**src/rtl/spi_flash_monitor.sv**
```systemverilog
// Passive SPI flash bus decoder (single/dual/quad) feeding a valid/ready byte FIFO; SPI_MON_TIMESTAMP_EN adds per-byte cycle stamps.
// Latency: a completed byte reaches out_valid SYNC_STAGES+1 clk edges after its last sclk rise reaches the pins; no backpressure to the bus, bytes hitting a full FIFO are dropped and flagged.
module spi_flash_monitor #(
  parameter int SYNC_STAGES = 2,
  parameter int FIFO_DEPTH  = 4,
  parameter int IDX_W       = 8
) (
  input  logic             clk,
  input  logic             rst,
  input  logic             flash_sclk,
  input  logic             flash_csn,
  input  logic [3:0]       flash_d,
  input  logic [1:0]       lane_mode,
  output logic             out_valid,
  input  logic             out_ready,
  output logic [7:0]       out_data,
  output logic [IDX_W-1:0] out_index,
  output logic             out_first,
`ifdef SPI_MON_TIMESTAMP_EN
  output logic [15:0]      out_stamp,
`endif
  output logic             busy,
  output logic [15:0]      txn_count,
  output logic             overflow,
  output logic             partial_err,
  input  logic             clear
);
  localparam logic [1:0] ST_IDLE = 2'd0;
  localparam logic [1:0] ST_SKIP = 2'd1;
  localparam logic [1:0] ST_CMD  = 2'd2;
  localparam logic [1:0] ST_DATA = 2'd3;
  localparam int PTR_W = $clog2(FIFO_DEPTH);
  localparam logic [PTR_W:0] FULL_CNT = (PTR_W+1)'(FIFO_DEPTH);
`ifdef SPI_MON_TIMESTAMP_EN
  localparam int ENT_W = 25 + IDX_W;
`else
  localparam int ENT_W = 9 + IDX_W;
`endif

  logic [SYNC_STAGES-1:0]      sclk_sync_q, sclk_sync_d, csn_sync_q, csn_sync_d;
  logic [SYNC_STAGES-1:0][3:0] d_sync_q, d_sync_d;
  logic [SYNC_STAGES:0]        live_q, live_d;
  logic                        prev_sclk_q, prev_csn_q;
  logic [1:0]                  state_q, state_d, mode_q, mode_d, eff_mode;
  logic [2:0]                  bit_cnt_q, bit_cnt_d;
  logic [6:0]                  shift_q, shift_d;
  logic [IDX_W-1:0]            idx_q, idx_d;
  logic [15:0]                 txn_q, txn_d;
  logic                        ovf_q, ovf_d, part_q, part_d;
  logic [PTR_W-1:0]            wr_ptr_q, wr_ptr_d, rd_ptr_q, rd_ptr_d;
  logic [PTR_W:0]              cnt_q, cnt_d;
  logic [ENT_W-1:0]            mem_q [FIFO_DEPTH];
  logic [ENT_W-1:0]            wr_ent, head;
  logic                        sclk_s, csn_s, start_ev, end_ev, rise_ev;
  logic [3:0]                  d_s, step, bit_sum;
  logic [7:0]                  byte_nxt;
  logic                        push, push_first, txn_inc, part_set, pop, full, wr_en, drop;
`ifdef SPI_MON_TIMESTAMP_EN
  logic [15:0]                 stamp_q, stamp_d;
`endif

  assign sclk_s = sclk_sync_q[SYNC_STAGES-1];
  assign csn_s  = csn_sync_q[SYNC_STAGES-1];
  assign d_s    = d_sync_q[SYNC_STAGES-1];

  // live_q tracks which stages hold real bus samples since reset, so a csn
  // already low at reset release reads as SKIP rather than a fresh start.
  assign start_ev = prev_csn_q & ~csn_s & live_q[SYNC_STAGES];
  assign end_ev   = ~prev_csn_q & csn_s;
  assign rise_ev  = ~prev_sclk_q & sclk_s & ~csn_s;

  always_comb begin
    sclk_sync_d = {sclk_sync_q[SYNC_STAGES-2:0], flash_sclk};
    csn_sync_d  = {csn_sync_q[SYNC_STAGES-2:0], flash_csn};
    d_sync_d    = {d_sync_q[SYNC_STAGES-2:0], flash_d};
    live_d      = {live_q[SYNC_STAGES-1:0], 1'b1};
  end

  always_comb begin
    eff_mode = (state_q == ST_CMD) ? 2'd0 : mode_q;
    case (eff_mode)
      2'd1:    begin step = 4'd2; byte_nxt = {shift_q[5:0], d_s[1:0]}; end
      2'd2:    begin step = 4'd4; byte_nxt = {shift_q[3:0], d_s}; end
      default: begin step = 4'd1; byte_nxt = {shift_q[6:0], d_s[0]}; end
    endcase
    bit_sum = {1'b0, bit_cnt_q} + step;
  end

  always_comb begin
    state_d    = state_q;
    mode_d     = mode_q;
    bit_cnt_d  = bit_cnt_q;
    shift_d    = shift_q;
    idx_d      = idx_q;
    push       = 1'b0;
    push_first = 1'b0;
    txn_inc    = 1'b0;
    part_set   = 1'b0;
    case (state_q)
      ST_IDLE: begin
        if (start_ev) begin
          state_d   = ST_CMD;
          bit_cnt_d = 3'd0;
          idx_d     = '0;
          mode_d    = (lane_mode == 2'd3) ? 2'd0 : lane_mode;
        end else if (!csn_s) begin
          state_d = ST_SKIP;
        end
      end
      ST_SKIP: begin
        if (csn_s) state_d = ST_IDLE;
      end
      default: begin
        if (end_ev) begin
          state_d  = ST_IDLE;
          txn_inc  = 1'b1;
          part_set = (bit_cnt_q != 3'd0);
        end else if (rise_ev) begin
          shift_d   = byte_nxt[6:0];
          bit_cnt_d = bit_sum[2:0];
          if (bit_sum[3]) begin
            push       = 1'b1;
            push_first = (state_q == ST_CMD);
            state_d    = ST_DATA;
            if (idx_q != '1) idx_d = idx_q + 1'b1;
          end
        end
      end
    endcase
  end

  always_comb begin
    pop      = out_valid & out_ready;
    full     = (cnt_q == FULL_CNT);
    wr_en    = push & (~full | pop);
    drop     = push & full & ~pop;
    wr_ptr_d = wr_en ? wr_ptr_q + 1'b1 : wr_ptr_q;
    rd_ptr_d = pop ? rd_ptr_q + 1'b1 : rd_ptr_q;
    cnt_d    = cnt_q + {{PTR_W{1'b0}}, wr_en} - {{PTR_W{1'b0}}, pop};
    // A flag-setting event in the same cycle as clear takes priority.
    ovf_d    = (ovf_q & ~clear) | drop;
    part_d   = (part_q & ~clear) | part_set;
    txn_d    = (clear ? 16'd0 : txn_q) + {15'd0, txn_inc};
  end

`ifdef SPI_MON_TIMESTAMP_EN
  assign stamp_d = stamp_q + 16'd1;
  assign wr_ent  = {stamp_q, push_first, idx_q, byte_nxt};
`else
  assign wr_ent  = {push_first, idx_q, byte_nxt};
`endif

  always_ff @(posedge clk) begin
    if (rst) begin
      sclk_sync_q <= '0;
      csn_sync_q  <= '1;
      d_sync_q    <= '0;
      live_q      <= '0;
      prev_sclk_q <= 1'b0;
      prev_csn_q  <= 1'b1;
      state_q     <= ST_IDLE;
      mode_q      <= 2'd0;
      bit_cnt_q   <= 3'd0;
      shift_q     <= '0;
      idx_q       <= '0;
      txn_q       <= '0;
      ovf_q       <= 1'b0;
      part_q      <= 1'b0;
      wr_ptr_q    <= '0;
      rd_ptr_q    <= '0;
      cnt_q       <= '0;
`ifdef SPI_MON_TIMESTAMP_EN
      stamp_q     <= '0;
`endif
    end else begin
      sclk_sync_q <= sclk_sync_d;
      csn_sync_q  <= csn_sync_d;
      d_sync_q    <= d_sync_d;
      live_q      <= live_d;
      prev_sclk_q <= sclk_s;
      prev_csn_q  <= csn_s;
      state_q     <= state_d;
      mode_q      <= mode_d;
      bit_cnt_q   <= bit_cnt_d;
      shift_q     <= shift_d;
      idx_q       <= idx_d;
      txn_q       <= txn_d;
      ovf_q       <= ovf_d;
      part_q      <= part_d;
      wr_ptr_q    <= wr_ptr_d;
      rd_ptr_q    <= rd_ptr_d;
      cnt_q       <= cnt_d;
`ifdef SPI_MON_TIMESTAMP_EN
      stamp_q     <= stamp_d;
`endif
    end
  end

  always_ff @(posedge clk) begin
    if (wr_en) mem_q[wr_ptr_q] <= wr_ent;
  end

  assign head        = mem_q[rd_ptr_q];
  assign out_valid   = (cnt_q != '0);
  assign out_data    = out_valid ? head[7:0] : 8'd0;
  assign out_index   = out_valid ? head[8 +: IDX_W] : '0;
  assign out_first   = out_valid & head[8+IDX_W];
`ifdef SPI_MON_TIMESTAMP_EN
  assign out_stamp   = out_valid ? head[ENT_W-1 -: 16] : 16'd0;
`endif
  assign busy        = (state_q == ST_CMD) || (state_q == ST_DATA);
  assign txn_count   = txn_q;
  assign overflow    = ovf_q;
  assign partial_err = part_q;
endmodule

```
**config.mk**
```make
export PLATFORM = sky130hd
export DESIGN_NAME = spi_flash_monitor
export DESIGN_NICKNAME = d
export VERILOG_FILES = /design/src/rtl/spi_flash_monitor.sv
export SDC_FILE = /design/constraint.sdc
export NUM_CORES = 1
export LEC_CHECK = 0
export ABC_AREA = 1
export CORE_ASPECT_RATIO = 0.9
export CORE_MARGIN = 3
export CORE_UTILIZATION = 45
export DETAILED_ROUTE_END_ITERATION = 16
export SLEW_MARGIN = 20
export SYNTH_ARGS = -nofsm -noshare
export SYNTH_HDL_FRONTEND = slang
export SYNTH_SLANG_ARGS = --single-unit
```
**constraint.sdc**
```tcl
create_clock -name clk -period 10.1 [get_ports clk]
set_clock_uncertainty 0.15 [all_clocks]
set_input_delay 1.515 -clock clk [delete_from_list [all_inputs] [get_ports clk]]
set_output_delay 1.515 -clock clk [all_outputs]
set_load 0.01 [all_outputs]
```
Word-level counts from Yosys, hierarchy flattened
Memories as Yosys holds them, arrays and structs flattened. A register that Yosys moved wholly into a read port is not among the register bits. Cells that the tools add are included.

Shift-type cells: 0. Equal/unequal tests: 12. Add/sub/neg operators: 7. Multiply operators: 0. Muxes and demuxes: 41. Bitwise logic cells: 24. Reductions and logical operators: 15. Magnitude comparators: 0. Divide/modulo/power cells: 0.

Operator list (count): $mux W8 (7); $pmux W8 S2 (2); $mux W2 (10); $add A16 B1 Y16 (1); $mux W16 (1); $mux W1 (15); $and A1 B1 Y1 (12); $pmux W3 S2 (2); $mux W3 (3); $not A1 Y1 (9); $add A8 B1 Y8 const B (1); $eq A2 B2 Y1 const B (4); $ne A8 B8 Y1 const B (1); $reduce_and A4 Y1 (2); $reduce_bool A4 Y1 (2); $reduce_and A6 Y1 (1); $reduce_bool A2 Y1 (3); $reduce_bool A3 Y1 (2); $add A2 B1 Y2 const B (2); $add A3 B4 Y4 (1); $eq A2 B1 Y1 const B (2); $ne A2 B2 Y1 const B (2); $pmux W2 S2 (1); $add A3 B1 Y3 (1); 10 further kinds (12).

Memories: 1. Memory bits (read-only): 0. Bits in registers: 64. Word-level logic and storage cells: 119. Bits in latches: 0. Bits of input ports: 12. Output and inout bits: 37. Memory bits (writable): 68.

Memories: mem_q (words 4, bits a word 17, rd ports 1, clocked after memory_dff 1, write ports 1, line 52) `logic [ENT_W-1:0] mem_q [FIFO_DEPTH];`.

Longest topological paths before layout
Depth in word-level cells: 12. Depth in mapped cells: 19. Depth with buffers taken out: 19.

Worst setup path before layout
Ideal clock, no wire load.

Path kind: input-to-reg. From: input port out_ready. To: register cnt_q[2]. Stages: 11. Setup slack: 6.793 ns. Data required time: 9.829 ns. Buffers on the path: 0. Library setup time: 0.121 ns. Data arrival time: 3.036 ns. Path through: inv_1 > nand3_1 > nand2_1 > ha_1 > inv_1 > ha_1 > inv_1 > fa_1 > xor2_1 > o21ai_0 > a21oi_1.

Cells in the longest elaborated chain, start to end: 5.

Ends and longest elaborated chain: from (decl) (line 15) `input logic out_ready,`; $and A1 B1 Y1 (*) (line 133) `pop = out_valid & out_ready;`; $or A1 B1 Y1 (line 135) `wr_en = push & (~full | pop);`; $and A1 B1 Y1 (line 135); $add A3 B1 Y3 (line 139) `cnt_d = cnt_q + {{PTR_W{1'b0}}, wr_en} - {{PTR_W{1'b0}}, pop};`; $sub A3 B1 Y3 (*) (line 139); to (signal assigned) (line 192) `cnt_q <= cnt_d;`; to (decl) (line 51) `logic [PTR_W:0] cnt_q, cnt_d;`.

Every way passes the cells marked *; elsewhere a longest branch is shown, timed or not. A chain may end at the register's enable or synchronous reset.

==> impl_metrics.csv <==
group,metric,value,unit
run_status,outcome,"finished, final reports clean",
cts,insertion_delay,0.43,ns
place,placed_cell_area,0.00656,mm^2
grt,grt_pass1_vias,4439,
grt,grt_max_degree,40,
layout,areaGrowthSynthToFinish,20.1,%
grt,grtUsageTotal,18.4,%
setup_path,crit_type,"flop to primary output",
sta,hold_ws,0.254,ns
floorplan,die_h,115,um
synthesis,yosys_warnings,0,
layout,nets,758,
floorplan,row_count,39,
synthesis,synthesis.area,0.00597,mm^2
synthesis,synthDistinctLibCells,37,
layout,nFillCells,1162,
place,dp_hpwl,8330,um
sta,max_clock_freq,218,MHz
synthesis,syn_nets,711,
synthesis,synth_cells,682,
cts,cts_setup_buffers,0,
sta,setup_tns,0,ns
sta,post-route-period-util,45.4,%
setup_path,required,8.44,ns
sta,worst_pin_slew,1.00,ns
cts,cts_sinks,134,
floorplan,io_pins,49,
floorplan,die_x,127,um
layout,layout-drive-gt1-share,7.95,%
sta,max_slew_margin,32.9,%
layout,final_cell_mix,"139 x nor2_1, 92 x nand2_1, 84 x inv_1",
sta,final-max-slew-violation-count,0,
sta,rsz0062_at_grt,"no",
routing,wl,12500,um
place,dp_slack,5.92,ns
layout,diodes,0,
pwr,leakage,2.73,nW
cts,clkTransAtPathRegs,0.06,ns
cts,cts.path.max_buffers,2,
setup_path,r2r_start,"state_q[1]",
place,placed_cells,874,
routing,wl_met3,554,um
layout,final_common_cell,"nor2_1",
place,place_congestion,0.894,
place,numPortBuffers,48,
routing,drtIter0Drc,288,
setup_path,ff2ff_setup_slack,6.16,ns
cts,cts_root_buf,"clkbuf_16",
synthesis,synth-seq-area-share,56.3,%
setup_path,cp_data_arrival_time,2.92,ns
routing,viasPerCell,5.02,
layout,post_layout_nonfiller_instances,906,
routing,dr.pass1.iters,4,
pwr,vdd_drop_max,0.102,mV
setup_path,critPathCapture,"out_data[6]",
floorplan,die_area,0.0147,mm^2
routing,drtAntennaViolNets,0,
layout,final_cell_area,0.00717,mm^2
grt,grt_pass1_wl,21100,um
job,drv_cap,0,
layout,regArea,0.00336,mm^2
sta,min_period,4.59,ns
synthesis,syn_avg_cell_area,8.75,um^2
setup_path,r2r_cells,18,
cts,cts_tree,"yes",
worst_hold_path,min_path_type,"flop to flop",
routing,remaining_drc_errors,0,
grt,antenna_found_initial,0,
cts,postCtsResizedCells,0,
routing,met1_length,6060,um
layout,multi_input_area,0.00216,mm^2
synthesis,synth_seq_cells,134,
pwr,p_total,1.54,mW
routing,dr.max_layer_used,"met4",
routing,routed-via-count,4551,
setup_path,crit_path_start_kind,"flop",
setup_path,worstPathMaxFanout,18,
sta,fin_ws,5.51,ns
setup_path,end_kind,"primary output",
grt,gr-total-overflow,0,
sta,hold_violations,0,
cts,h-tree-depth,4,
routing,wl_per_cell,13.8,um
cts,cts_hold_buf,0,
routing,wl_met2,5630,um
floorplan,core_area,0.0128,mm^2
pwr,powerDensity,215,mW/mm^2
floorplan,initial_core_util,46.5,%
setup_path,r2r_end,"cnt_q[2]",
sta,setup_viol,0,
layout,final_core_util,55.9,%
cts,cts_inserted_buffers,17,
state kept, by name, summed over array words and instances, names as in the netlist, 2 cells and up, named ones only:
| name | flops |
|---|---|
| mem_q | 68 |
| cnt_q | 3 |
| state_q | 2 |
| csn_sync_q | 2 |
| d_sync_d | 4 |
| wr_ptr_q | 2 |
| idx_q | 8 |
| sclk_sync_q | 2 |
| rd_ptr_q | 2 |
| txn_count | 16 |
| mode_q | 2 |
| d_s | 4 |
| bit_cnt_q | 3 |
| live_q | 3 |
| shift_q | 7 |
power breakdown:
part	internal, mW	switching (mW)	total (mW)	leakage (nW)
Sequential	0.586	0.0184	0.605	1.15
Clock	0.397	0.238	0.634	0.297
Combinational	0.132	0.168	0.300	1.28
Total	1.11	0.425	1.54	2.73
cell type report:
class / instances / area share [%]
Clock buffer: 18 / 6.13
Clock inverter: 14 / 2.41
Inverter: 89 / 4.66
Multi-Input combinational cell: 437 / 30.1
Sequential cell: 134 / 46.9
Tap cell: 164 / 2.86
Timing Repair Buffer: 50 / 6.91
kinds of logic after synthesis:
group | Yosys count | synth area share (%)
buf+inv | 111 | 7.67
fa+ha+maj | 17 | 3.81
simple gates | 292 | 20.9
compound gates | 126 | 10.9
xor+xnor | 2 | 0.293
flops | 134 | 56.3
synthesized netlist by cell type, drive strengths merged:
cell / count / area [um^2]
o31ai: 1 / 7.51
a31oi: 1 / 6.26
nand4: 5 / 31.3
o211ai: 1 / 7.51
clkbuf: 11 / 51.3
inv: 87 / 327
xor2: 1 / 8.76
o21ai: 56 / 280
o22ai: 3 / 18.8
a21oi: 59 / 295
ha: 15 / 188
nor3b: 2 / 15.0
nand3: 31 / 155
xnor2: 1 / 8.76
fa: 2 / 40.0
or2: 2 / 12.5
o21a: 4 / 30.0
dlygate4sd1: 1 / 8.76
nor2: 152 / 622
dfxtp: 66 / 1320
edfxtp: 68 / 2040
buf: 10 / 63.8
o21bai: 1 / 7.51
nand2: 99 / 409
clkinv: 2 / 7.51
nor3: 1 / 5.00
critical path, cell delays in order (launching register included):
cell and delay (ns):
dfxtp_1 0.74, clkinv_1 0.66, nor2_1 0.25, o21ai_0 0.13, a21oi_1 0.17, clkdlybuf4s50_1 0.55
worst min-delay path by stage:
stage / endpoint / slack, ns / from / cells after the start
floorplan: d_s[0] / 0.24 / d_sync_d[4] / 2
global placement: d_s[0] / 0.25 / d_sync_d[4] / 2
detailed placement: d_s[0] / 0.25 / d_sync_d[4] / 2
CTS: d_s[0] / 0.26 / d_sync_d[4] / 2
global route: sclk_sync_q[1] / 0.27 / sclk_sync_q[0] / 2
finish: live_q[1] / 0.25 / live_q[0] / 2
per-layer routing:
layer / track usage, % / vias to the layer above
met1: 24.4 / 2116
met2: 28.6 / 100
met5: 0 / -
met3: 4.92 / 17
met4: 8.29 / 0
li1: - / 2318
(Power assumes the default switching activity.)
